[src/rtl/seq_pkg.sv]
// Shared definitions for the sequence transmitter and the detectors it feeds.
// Holds the 2-bit FSM state encoding and the default 1011 pattern.
package seq_pkg;

   localparam logic [1:0] ST_IDLE = 2'b00;
   localparam logic [1:0] ST_SEND = 2'b01;
   localparam logic [1:0] ST_GAP  = 2'b10;
   localparam logic [1:0] ST_DONE = 2'b11;

   localparam logic [3:0] PAT_1011 = 4'b1011;

   typedef enum logic [1:0] {
      StIdle = ST_IDLE,
      StSend = ST_SEND,
      StGap  = ST_GAP,
      StDone = ST_DONE
   } state_e;

endpackage

[src/rtl/seq_shift_piso.sv]
// Parallel-in serial-out shift register, MSB first.
// Ports:
//   clk_i   - rising-edge clock
//   rst_i   - synchronous active-high reset, clears the register
//   load_i  - load data_i (has priority over shift_i)
//   shift_i - shift left by one, zero fill
//   data_i  - parallel load value
//   msb_o   - current MSB (the bit on the line)
module seq_shift_piso #(
   parameter int unsigned Width = 4
) (
   input  logic             clk_i,
   input  logic             rst_i,
   input  logic             load_i,
   input  logic             shift_i,
   input  logic [Width-1:0] data_i,
   output logic             msb_o
);

   logic [Width-1:0] shift_q, shift_d;

   always_comb begin
      shift_d = shift_q;
      if (load_i) begin
         shift_d = data_i;
      end else if (shift_i) begin
         shift_d = {shift_q[Width-2:0], 1'b0};
      end
   end

   always_ff @(posedge clk_i) begin
      if (rst_i) begin
         shift_q <= '0;
      end else begin
         shift_q <= shift_d;
      end
   end

   assign msb_o = shift_q[Width-1];

endmodule

[src/rtl/seq_pattern_tx.sv]
// Bit-serial pattern transmitter: captures a PAT_W-bit pattern and a repeat
// count on start, then shifts the pattern out MSB first repeat_cnt+1 times.
// Optional macro SEQ_TX_GAP_EN inserts GAP_LEN idle bits between frames.
// Ports:
//   clk_i, areset_i (synchronous, active-high)
//   start_i, use_def_i, pattern_i, repeat_cnt_i - request and its arguments
//   x_o, valid_o      - serial data and its qualifier (x_o is 0 when not valid)
//   busy_o, done_o    - handshake: busy in SEND/GAP, one-cycle done pulse
//   current_state_o, next_state_o - debug view of the FSM
module seq_pattern_tx
   import seq_pkg::*;
#(
   parameter int unsigned      PAT_W   = 4,
   parameter int unsigned      CNT_W   = 4,
   parameter int unsigned      GAP_LEN = 2,
   parameter logic [PAT_W-1:0] DEF_PAT = PAT_W'(PAT_1011)
) (
   input  logic             clk_i,
   input  logic             areset_i,
   input  logic             start_i,
   input  logic             use_def_i,
   input  logic [PAT_W-1:0] pattern_i,
   input  logic [CNT_W-1:0] repeat_cnt_i,
   output logic             x_o,
   output logic             valid_o,
   output logic             busy_o,
   output logic             done_o,
   output logic [1:0]       current_state_o,
   output logic [1:0]       next_state_o
);

   localparam int unsigned BitW = (PAT_W > 1) ? $clog2(PAT_W) : 1;

   state_e           state_q, state_d;
   logic [BitW-1:0]  bit_cnt_q, bit_cnt_d;
   logic [CNT_W-1:0] rep_cnt_q, rep_cnt_d;
   logic [CNT_W-1:0] rep_max_q, rep_max_d;
   logic [PAT_W-1:0] pat_q, pat_d;
   logic             load, shift, msb;
   logic [PAT_W-1:0] load_data;

`ifdef SEQ_TX_GAP_EN
   localparam int unsigned GapW = ($clog2(GAP_LEN + 1) > 0) ? $clog2(GAP_LEN + 1) : 1;
   logic [GapW-1:0] gap_cnt_q, gap_cnt_d;
`endif

   always_comb begin
      state_d   = state_q;
      bit_cnt_d = bit_cnt_q;
      rep_cnt_d = rep_cnt_q;
      rep_max_d = rep_max_q;
      pat_d     = pat_q;
      load      = 1'b0;
      shift     = 1'b0;
      load_data = pat_q;
`ifdef SEQ_TX_GAP_EN
      gap_cnt_d = gap_cnt_q;
`endif
      unique case (state_q)
         StIdle: begin
            if (start_i) begin
               pat_d     = use_def_i ? DEF_PAT : pattern_i;
               rep_max_d = repeat_cnt_i;
               rep_cnt_d = '0;
               bit_cnt_d = '0;
               load      = 1'b1;
               load_data = pat_d;
               state_d   = StSend;
            end
         end
         StSend: begin
            if (bit_cnt_q == BitW'(PAT_W - 1)) begin
               bit_cnt_d = '0;
               // Compare before incrementing so a max count never wraps.
               if (rep_cnt_q < rep_max_q) begin
                  rep_cnt_d = rep_cnt_q + CNT_W'(1);
                  load      = 1'b1;
`ifdef SEQ_TX_GAP_EN
                  // Pattern is preloaded here and held through the gap.
                  if (GAP_LEN > 0) begin
                     gap_cnt_d = '0;
                     state_d   = StGap;
                  end
`endif
               end else begin
                  state_d = StDone;
               end
            end else begin
               bit_cnt_d = bit_cnt_q + BitW'(1);
               shift     = 1'b1;
            end
         end
         StGap: begin
`ifdef SEQ_TX_GAP_EN
            if (gap_cnt_q == GapW'(GAP_LEN - 1)) begin
               state_d = StSend;
            end else begin
               gap_cnt_d = gap_cnt_q + GapW'(1);
            end
`else
            state_d = StIdle;
`endif
         end
         StDone: begin
            state_d = StIdle;
         end
      endcase
      if (areset_i) begin
         state_d = StIdle;
      end
   end

   always_ff @(posedge clk_i) begin
      if (areset_i) begin
         state_q   <= StIdle;
         bit_cnt_q <= '0;
         rep_cnt_q <= '0;
         rep_max_q <= '0;
         pat_q     <= '0;
`ifdef SEQ_TX_GAP_EN
         gap_cnt_q <= '0;
`endif
      end else begin
         state_q   <= state_d;
         bit_cnt_q <= bit_cnt_d;
         rep_cnt_q <= rep_cnt_d;
         rep_max_q <= rep_max_d;
         pat_q     <= pat_d;
`ifdef SEQ_TX_GAP_EN
         gap_cnt_q <= gap_cnt_d;
`endif
      end
   end

   seq_shift_piso #(
      .Width (PAT_W)
   ) u_piso (
      .clk_i   (clk_i),
      .rst_i   (areset_i),
      .load_i  (load),
      .shift_i (shift),
      .data_i  (load_data),
      .msb_o   (msb)
   );

   assign valid_o         = (state_q == StSend);
   assign x_o             = valid_o & msb;
   assign busy_o          = (state_q == StSend) || (state_q == StGap);
   assign done_o          = (state_q == StDone);
   assign current_state_o = state_q;
   assign next_state_o    = state_d;

endmodule

[config.mk]
export PLATFORM = sky130hd
export DESIGN_NAME = seq_pattern_tx
export DESIGN_NICKNAME = d
export VERILOG_FILES = /design/src/rtl/seq_pkg.sv /design/src/rtl/seq_shift_piso.sv /design/src/rtl/seq_pattern_tx.sv
export SDC_FILE = /design/constraint.sdc
export NUM_CORES = 1
export LEC_CHECK = 0
export BUFFER_PORTS_ARGS = -buffer_cell sky130_fd_sc_hd__buf_2
export CORE_MARGIN = 2
export CORE_UTILIZATION = 25
export DETAILED_ROUTE_END_ITERATION = 8
export HOLD_SLACK_MARGIN = 0.15
export PLACE_DENSITY_LB_ADDON = 0.15
export SETUP_SLACK_MARGIN = 0.4
export SLEW_MARGIN = 40
export SYNTH_ARGS = -nofsm -noshare
export SYNTH_HDL_FRONTEND = slang
export SYNTH_SLANG_ARGS = --single-unit
[constraint.sdc]
create_clock -name clk_i -period 4.02 [get_ports clk_i]
set_input_delay 0.402 -clock clk_i [delete_from_list [all_inputs] [get_ports clk_i]]
set_output_delay 0.402 -clock clk_i [all_outputs]
set_load 0.02 [all_outputs]
* After elaboration in Yosys (flattened, before gate mapping)
Index checks and enable logic that the tools add are counted. W data, S select, Z words.
Operators by class: $add $sub $neg 2, order comparisons 1, equal/unequal tests 7, multiplexer cells 23, bitwise operators 1, reduce and logical (&&, ||, !) cells 8
Operators by type and width (number):
- $mux W4 | 8
- $mux W2 | 6
- $pmux W4 S2 | 1
- $eq A2 B2 Y1 const B | 3
- $pmux W2 S3 | 1
- $mux W1 | 5
- $add A4 B1 Y4 const B | 1
- $lt A4 B4 Y1 | 1
- $ne A2 B1 Y1 const B | 2
- $pmux W2 S2 | 1
- $reduce_and A2 Y1 | 2
- $reduce_and A4 Y1 | 1
- $reduce_bool A2 Y1 | 2
- $add A2 B1 Y2 const B | 1
- $eq A2 B1 Y1 const B | 1
- $logic_not A2 Y1 | 1
- $ne A2 B2 Y1 const B | 1
- $pmux W1 S2 | 1
- $reduce_or A2 Y1 | 1
- $and A1 B1 Y1 | 1
- $logic_or A1 B1 Y1 | 1
Word-level totals: register bits 20, output and inout bits 8, word-level logic and storage cells 48

* Depth between registers and ports, before layout
Gate-level depths: netlist of run 1.
depth in word-level cells 5, gate-level depth with buffers 8

* Cells and area by module
From an unflattened synthesis of run 1, not the netlist that was laid out.
Unflattened totals: cells, all modules 122, area total of the unflattened synthesis 1042.2 um^2
Modules (own cells, without submodules):
- seq_pattern_tx | times used 1, cells an instance 105, area each 869.6 um^2
- seq_shift_piso | times used 1, cells an instance 17, area each 172.7 um^2

* Worst setup path after synthesis of run 1
No wires, ideal clock.
kind reg2out, start reg state_q[0] (netlist: current_state_o[0]), end out next_state_o[1], arrival time 1.776 ns, data required time 3.618 ns, path slack 1.842 ns, stages on the path, launching flop included 8, path buffers 2, path through dfxtp_1 -> inv_1 -> ha_1 -> buf_4 -> nand2_1 -> buf_2 -> o211ai_1 -> a21oi_1
Between the ends: word-level cells in the longest chain between the ends 4
RTL lines:
- from (decl) | RTL line seq_pattern_tx.sv:34 | state_e state_q, state_d;
- from (signal assigned) | RTL line seq_pattern_tx.sv:115 | state_q <= StIdle;
- from (signal assigned) | RTL line seq_pattern_tx.sv:124 | state_q <= state_d;
- $eq A2 B2 Y1 | RTL line seq_pattern_tx.sv:59 | unique case (state_q)
- $reduce_or A2 Y1 (no line)
- $pmux W2 S3 * | RTL line seq_pattern_tx.sv:59
- $mux W2 * | RTL line seq_pattern_tx.sv:108 | if (areset_i) begin
- to (decl) | RTL line seq_pattern_tx.sv:29 | output logic [1:0] next_state_o
Every way passes the cells marked *; elsewhere a longest branch is shown, timed or not.

* Worst setup path after layout of run 1
Ends and elaborated chain as after synthesis.

==> flow_metrics.tcl, run 1 <==
set metrics [dict create \
    synth_warnings 0 \
    globalRouteTotalUtil_pct 10.38 \
    post_route_cells_drive_above_1_share_pct 18.75 \
    detail_route.iter0.violations 24 \
    worst_reg_to_reg_cells 5 \
    die_area_mm2 0.004930 \
    number_of_cells_after_detailed_placement 192 \
    internal_power_mw 0.3779 \
    actual_transition_at_the_worst_max_transition_pin_ns 0.5264 \
    power.share.sequential_pct 42.4 \
    slew_headroom_pct 64.82 \
    final.setup.tns_ns 0 \
    count_of_vias_placed_by_the_detailed_router 947 \
    timing_max_transition_violations_final 0 \
    cts_hold_repair.buffers 0 \
    worst_setup_skew_after_layout_ns 0.01084 \
    cts_root_buf "clkbuf_8" \
    clock_insertion_delay_worst_skew_ns 0.27 \
    critical_path.startpoint_type "register" \
    n_fill_cell 470 \
    synth-edff-count 0 \
    grt_start_max_net_pins 22 \
    synth_sequential_area_ratio_pct 36.53 \
    fin_util_pct 30.22 \
    element_type_at_the_critical_path_end "output port" \
    net-switching-power_mw 0.1349 \
    fmax_ghz 0.3995 \
    post_cts.resized_instances 0 \
    worst_ep_arrival_time_ns 2.10 \
    port-buffer-count 19 \
    final_nets 166 \
    path_clk_slew_ns 0.09 \
    placementRows 24 \
    totalWireLength_um 2460 \
    hold_path_end "rep_max_q[0]" \
    syn-instance-count 127 \
    syn_nets 148 \
    grt_antenna_before_repair 0 \
    placed_area_mm2 0.001226 \
    power_per_cell_area_mw_per_mm2 395.2 \
    finalCritPeriodShare_pct 62.26 \
    worst_r2r_endpoint "rep_cnt_q[0]" \
    fin_ws_ns 1.517 \
    hold_class "input pin to register" \
    worst_slack_placed_ns 1.809 \
    worst-setup-path-type "register to output port" \
    post_cts.repair.setup_buffers 0 \
    route.detailed.vias_per_inst 4.832 \
    antennaDiodeCount 0 \
    hold_path.startpoint "repeat_cnt_i[0]" \
    grt_busiest_layer "met2" \
    post_route_antenna_net_violation_count 0 \
    floorplan.die.width_um 70.22 \
    grt_use_met1_pct 13.13 \
    rsz0062_at_grt "false" \
    clkSinkCount 20 \
    drc 0 \
    netlist.area_leader.share_pct 36.53 \
    hold_violations 0 \
    leakage_nw 0.5353 \
    postSynthRegisterBits 20 \
    met2_track_demand_over_resource_in_global_routing_pct 16.83 \
    holdPathStages 3 \
    dpl.hpwl_um 1824 \
    number_of_global_route_vias_before_repair 894 \
    final_period_minus_worst_setup_slack_ns 2.503 \
    worst_r2r_startpoint "current_state_o[0]" \
    power_frac_clock_pct 40.3 \
    reg2reg_slack_ns 1.95 \
    die-height_um 70.22 \
    clock_path_buffers 2 \
    avgRoutedWirePerCell_um 12.55 \
    run_status "complete, no violations" \
    drv.max_cap_violation_count 0 \
    grtUsageMet3_pct 2.165 \
    instances_no_fill 196 \
    synthDominantAreaCellType "dfxtp_1" \
    overflow 0 \
    timing.critical_path.fanout_max 16 \
    timing.final.setup_violations 0 \
    power.combinational.fraction_pct 17.3 \
    tritoncts "yes" \
    hold-worst-slack_ns 0.3733 \
    required_ns 3.62 \
    report.power.total_mw 0.5128 \
    drt-pass1-iter-count 4 \
    synth.distinct_cells 31 \
    ys_dominant_reg_cell "dfxtp_1" \
    design.core.area_mm2 0.004294 \
    max_ir_drop_vdd_uv 132.1 \
    final_common_cell "dfxtp_1" \
    netSwitchingFraction_pct 26.31 \
    syn_avg_cell_area_um2 8.630 \
    synth_top_cells_by_area "dfxtp_1 (37%), ha_1 (10%), a21oi_1 (7.8%)" \
    mostFrequentLayoutCells "dfxtp_1 (20), buf_2 (19), a21oi_1 (17)" \
    postLayoutCellArea_mm2 0.001297 \
    htreeDepth 1 \
    start_util_pct 25.52 \
    cts_made_buffers 3 \
    asyncSetResetFlopFracSynth_pct 0 \
    ios 20 \
    gp_routability_congestion 0.7011 \
    cell_area_after_synthesis_mm2 0.001096 \
    grt_pass1_wl_um 4043 \
    area_growth_syn_to_layout_pct 18.38 \
]
## worst max-delay path, cell delays in order (launching register included)
cell and delay [ns]:
dfxtp_1 0.44, inv_1 0.07, ha_1 0.31, nand2_1 0.45, o211ai_1 0.20, a21oi_1 0.18, buf_2 0.18
## per-layer routing
metal  part of all wire, %  wire length [µm]
met1                    46              1131
met2                    50              1227
met3                   2.2                55
met4                   1.8                45
met5                     0                 0
## cell families after synthesis
family,count (synthesis),share of synthesized area [%]
AOI/OAI and AO/OA,33,20.21
adders and majority gates,9,10.27
buffers and inverters,14,5.480
DFF,20,36.53
muxes,7,6.507
and+or+nand+nor,44,21.01
## Yosys cell counts (all sizes together) (3+ instances only)
cell type / n
nor2b: 3
nand2b: 4
nand2: 14
dfxtp: 20
nor2: 11
a211oi: 3
ha: 9
buf: 4
a21oi: 17
o211ai: 4
inv: 8
mux2i: 6
and2: 3
## worst max-delay path by stage
stage	slack, ns	cells after the start	from	end
after global routing	1.34	6	current_state_o[0]	next_state_o[1]
final	1.52	6	current_state_o[0]	next_state_o[1]
after global placement	1.87	6	current_state_o[0]	next_state_o[1]
after detailed placement	1.81	6	current_state_o[0]	next_state_o[1]
after floorplan	1.84	7	current_state_o[0]	next_state_o[1]
after CTS	1.49	6	current_state_o[0]	next_state_o[1]
## registers in the layout (all words and copies together) (netlist names)
signal           count
rep_cnt_q            4
bit_cnt_q            2
rep_max_q            4
pat_q                4
current_state_o      2
u_piso.shift_q       4
## power groups by stage
stage,combinational (mW),sequential [mW],clock [mW]
global placement,0.0889,0.222,0
global route,0.100,0.219,0.219
finish,0.0887,0.217,0.207
floorplan,0.0670,0.222,0
CTS,0.0907,0.217,0.212
detailed placement,0.0901,0.222,0
## cell type report
cell class | instances | area [µm²] | area share [%]
timing repair buffer | 19 | 95.09 | 7.329
clock inverter | 1 | 30.03 | 2.314
clock buffer | 3 | 41.29 | 3.182
inverter | 8 | 30.03 | 2.314
multi-input combinational | 93 | 635.6 | 48.99
sequential | 20 | 400.4 | 30.86
tap | 52 | 65.06 | 5.014
(Power assumes the default switching activity.)
==> inputs of run 2 (changes only) <==
==> constraint.sdc (replaced) <==
create_clock -name clk_i -period 2.5 [get_ports clk_i]
set_input_delay 0.25 -clock clk_i [delete_from_list [all_inputs] [get_ports clk_i]]
set_output_delay 0.25 -clock clk_i [all_outputs]
set_load 0.02 [all_outputs]
==> run 2 against run 1 <==
Compared with the run above: global-route usage increased by 0.54 points; clock power increased by 2%; cell area decreased by 0.58%; critical path depth increased by 1; wire length decreased by 0.16%; flip-flop and latch count unchanged; total power increased by 39%; die area unchanged; largest cell class unchanged; largest power group unchanged; highest routed layer unchanged.
==> flow_metrics.tcl, run 2 (same netlist as run 1, synthesis figures left out) <==
set metrics [dict create \
    die-height_um 70.22 \
    worst-setup-path-type "register to output port" \
    worst_setup_skew_after_layout_ns 0.001517 \
    cts_made_buffers 3 \
    max_ir_drop_vdd_uv 185.3 \
    multi_input_comb_area_um2 648.1 \
    report.power.total_mw 0.7108 \
    internal_power_mw 0.5054 \
    timing_max_transition_violations_final 0 \
    globalRouteTotalUtil_pct 10.92 \
    worst_r2r_startpoint "current_state_o[1]" \
    hold_class "input pin to register" \
    clkSinkCount 20 \
    finalCritPeriodShare_pct 77.00 \
    n_fill_cell 460 \
    post_route_cells_drive_above_1_share_pct 20.83 \
    fin_util_pct 30.04 \
    final.setup.tns_ns 0 \
    worst_reg_to_reg_cells 6 \
    post_cts.repair.setup_buffers 0 \
    worst_ep_arrival_time_ns 1.68 \
    rsz0062_at_grt "false" \
    gp_routability_congestion 0.7891 \
    drc 0 \
    postLayoutCellArea_mm2 0.001290 \
    critical_path.endpoint "next_state_o[1]" \
    fmax_ghz 0.5195 \
    area_growth_syn_to_layout_pct 17.69 \
    number_of_global_route_vias_before_repair 927 \
    required_ns 2.25 \
    count_of_vias_placed_by_the_detailed_router 915 \
    port-buffer-count 19 \
    post_route_antenna_net_violation_count 0 \
    path_clk_slew_ns 0.07 \
    start_util_pct 25.52 \
    clock_insertion_delay_worst_skew_ns 0.26 \
    run_status "complete, no violations" \
    actual_transition_at_the_worst_max_transition_pin_ns 0.4451 \
    final_period_minus_worst_setup_slack_ns 1.925 \
    timing.critical_path.fanout_max 4 \
    drt-pass1-iter-count 4 \
    totalWireLength_um 2456 \
    worst_r2r_endpoint "rep_cnt_q[1]" \
    antennaDiodeCount 0 \
    die_area_mm2 0.004930 \
    grt_antenna_before_repair 0 \
    cts_root_buf "clkbuf_8" \
    floorplan.die.width_um 70.22 \
    slew_headroom_pct 70.19 \
    critical_path.startpoint_type "register" \
    tritoncts "yes" \
    final-seq-area_um2 400.4 \
    leakage_nw 0.5269 \
    route.detailed.vias_per_inst 4.668 \
    grt_pass1_wl_um 4284 \
    final_nets 167 \
    grt_start_max_net_pins 22 \
    power_per_cell_area_mw_per_mm2 551.0 \
    dpl.hpwl_um 1864 \
    timing.final.setup_violations 0 \
    timing.critical_path.from "rep_max_q[3]" \
    detail_route.iter0.violations 40 \
    power_frac_clock_pct 29.9 \
    overflow 0 \
    clock_path_buffers 2 \
    power.combinational.fraction_pct 21.0 \
    net-switching-power_mw 0.2054 \
    reg2reg_slack_ns 0.68 \
    element_type_at_the_critical_path_end "output port" \
    power.share.sequential_pct 49.1 \
    avgRoutedWirePerCell_um 12.53 \
    placementRows 24 \
    final_common_cell "dfxtp_1" \
    htreeDepth 1 \
    hold_violations 0 \
    ios 20 \
    netSwitchingFraction_pct 28.90 \
    placed_area_mm2 0.001234 \
    mostFrequentLayoutCells "dfxtp_1 (20), buf_2 (18), a21oi_1 (17)" \
    design.core.area_mm2 0.004294 \
    drv.max_cap_violation_count 0 \
]
==> run 2: changes by cell type in the layout (fill, tap and decap cells not counted) <==
cell / previous run / this run
buf_2: 19 / 18
bufinv_16: 1 / 0
nand2_1: 14 / 13
ha_1: 9 / 7
nand2_4: 0 / 1
ha_2: 0 / 2
buf_4: 0 / 2
==> run 2: area by class of cell <==
class	count	share of cell area, %
Clock buffer	3	3.201
Timing Repair Buffer	20	8.147
Sequential cell	20	31.04
Tap cell	52	5.044
Inverter	8	2.328
Multi-Input combinational cell	93	50.24
==> run 2: worst max-delay path: stages (launching register included) <==
cell and delay [ns]:
dfxtp_1 0.33, inv_1 0.04, ha_1 0.33, o211ai_2 0.14
o21ai_2 0.17, nand2_1 0.09, a21oi_1 0.15, buf_4 0.16
==> run 2: worst min path at each step <==
stage / start / to / depth (start not counted)
after global placement: rep_max_q[3] / rep_max_q[3] / 2
after floorplan: repeat_cnt_i[0] / rep_max_q[0] / 2
after global routing: repeat_cnt_i[3] / rep_max_q[3] / 3
after detailed placement: rep_max_q[0] / rep_max_q[0] / 2
final: repeat_cnt_i[3] / rep_max_q[3] / 3
after CTS: repeat_cnt_i[3] / rep_max_q[3] / 3
==> run 2: power groups by stage <==
stage / registers, mW / clock network (mW) / logic [mW]
5_1_grt: 0.352 / 0.236 / 0.169
4_1_cts: 0.349 / 0.226 / 0.149
3_3_place_gp: 0.356 / 0 / 0.146
2_1_floorplan: 0.357 / 0 / 0.108
6_report: 0.349 / 0.212 / 0.149
3_5_place_dp: 0.357 / 0 / 0.147
==> run 2: per-layer routing <==
layer,track usage (%),vias up,part of all wire (%)
met5,0,-,0
met4,5.128,0,1.6
met3,2.020,4,2.6
met2,18.10,8,49
met1,13.65,421,46
li1,-,482,-
==> run 2: metrics by stage <==
stage	setup WS (ns)	hold slack [ns]	cells
floorplan	0.4741	0.3860	127
global placement	0.5717	0.4462	193
detailed placement	0.5056	0.4496	193
CTS	0.4202	0.2147	196
global route	0.4101	0.2288	196
finish	0.5750	0.2226	196
==> run 2: repair_timing <==
action	in CTS	in global routing
endpoints found under the hold margin	0	0
resized for setup	1	4
pin swaps	0	1
endpoints found under the setup margin	1	4
hold buffers	0	0
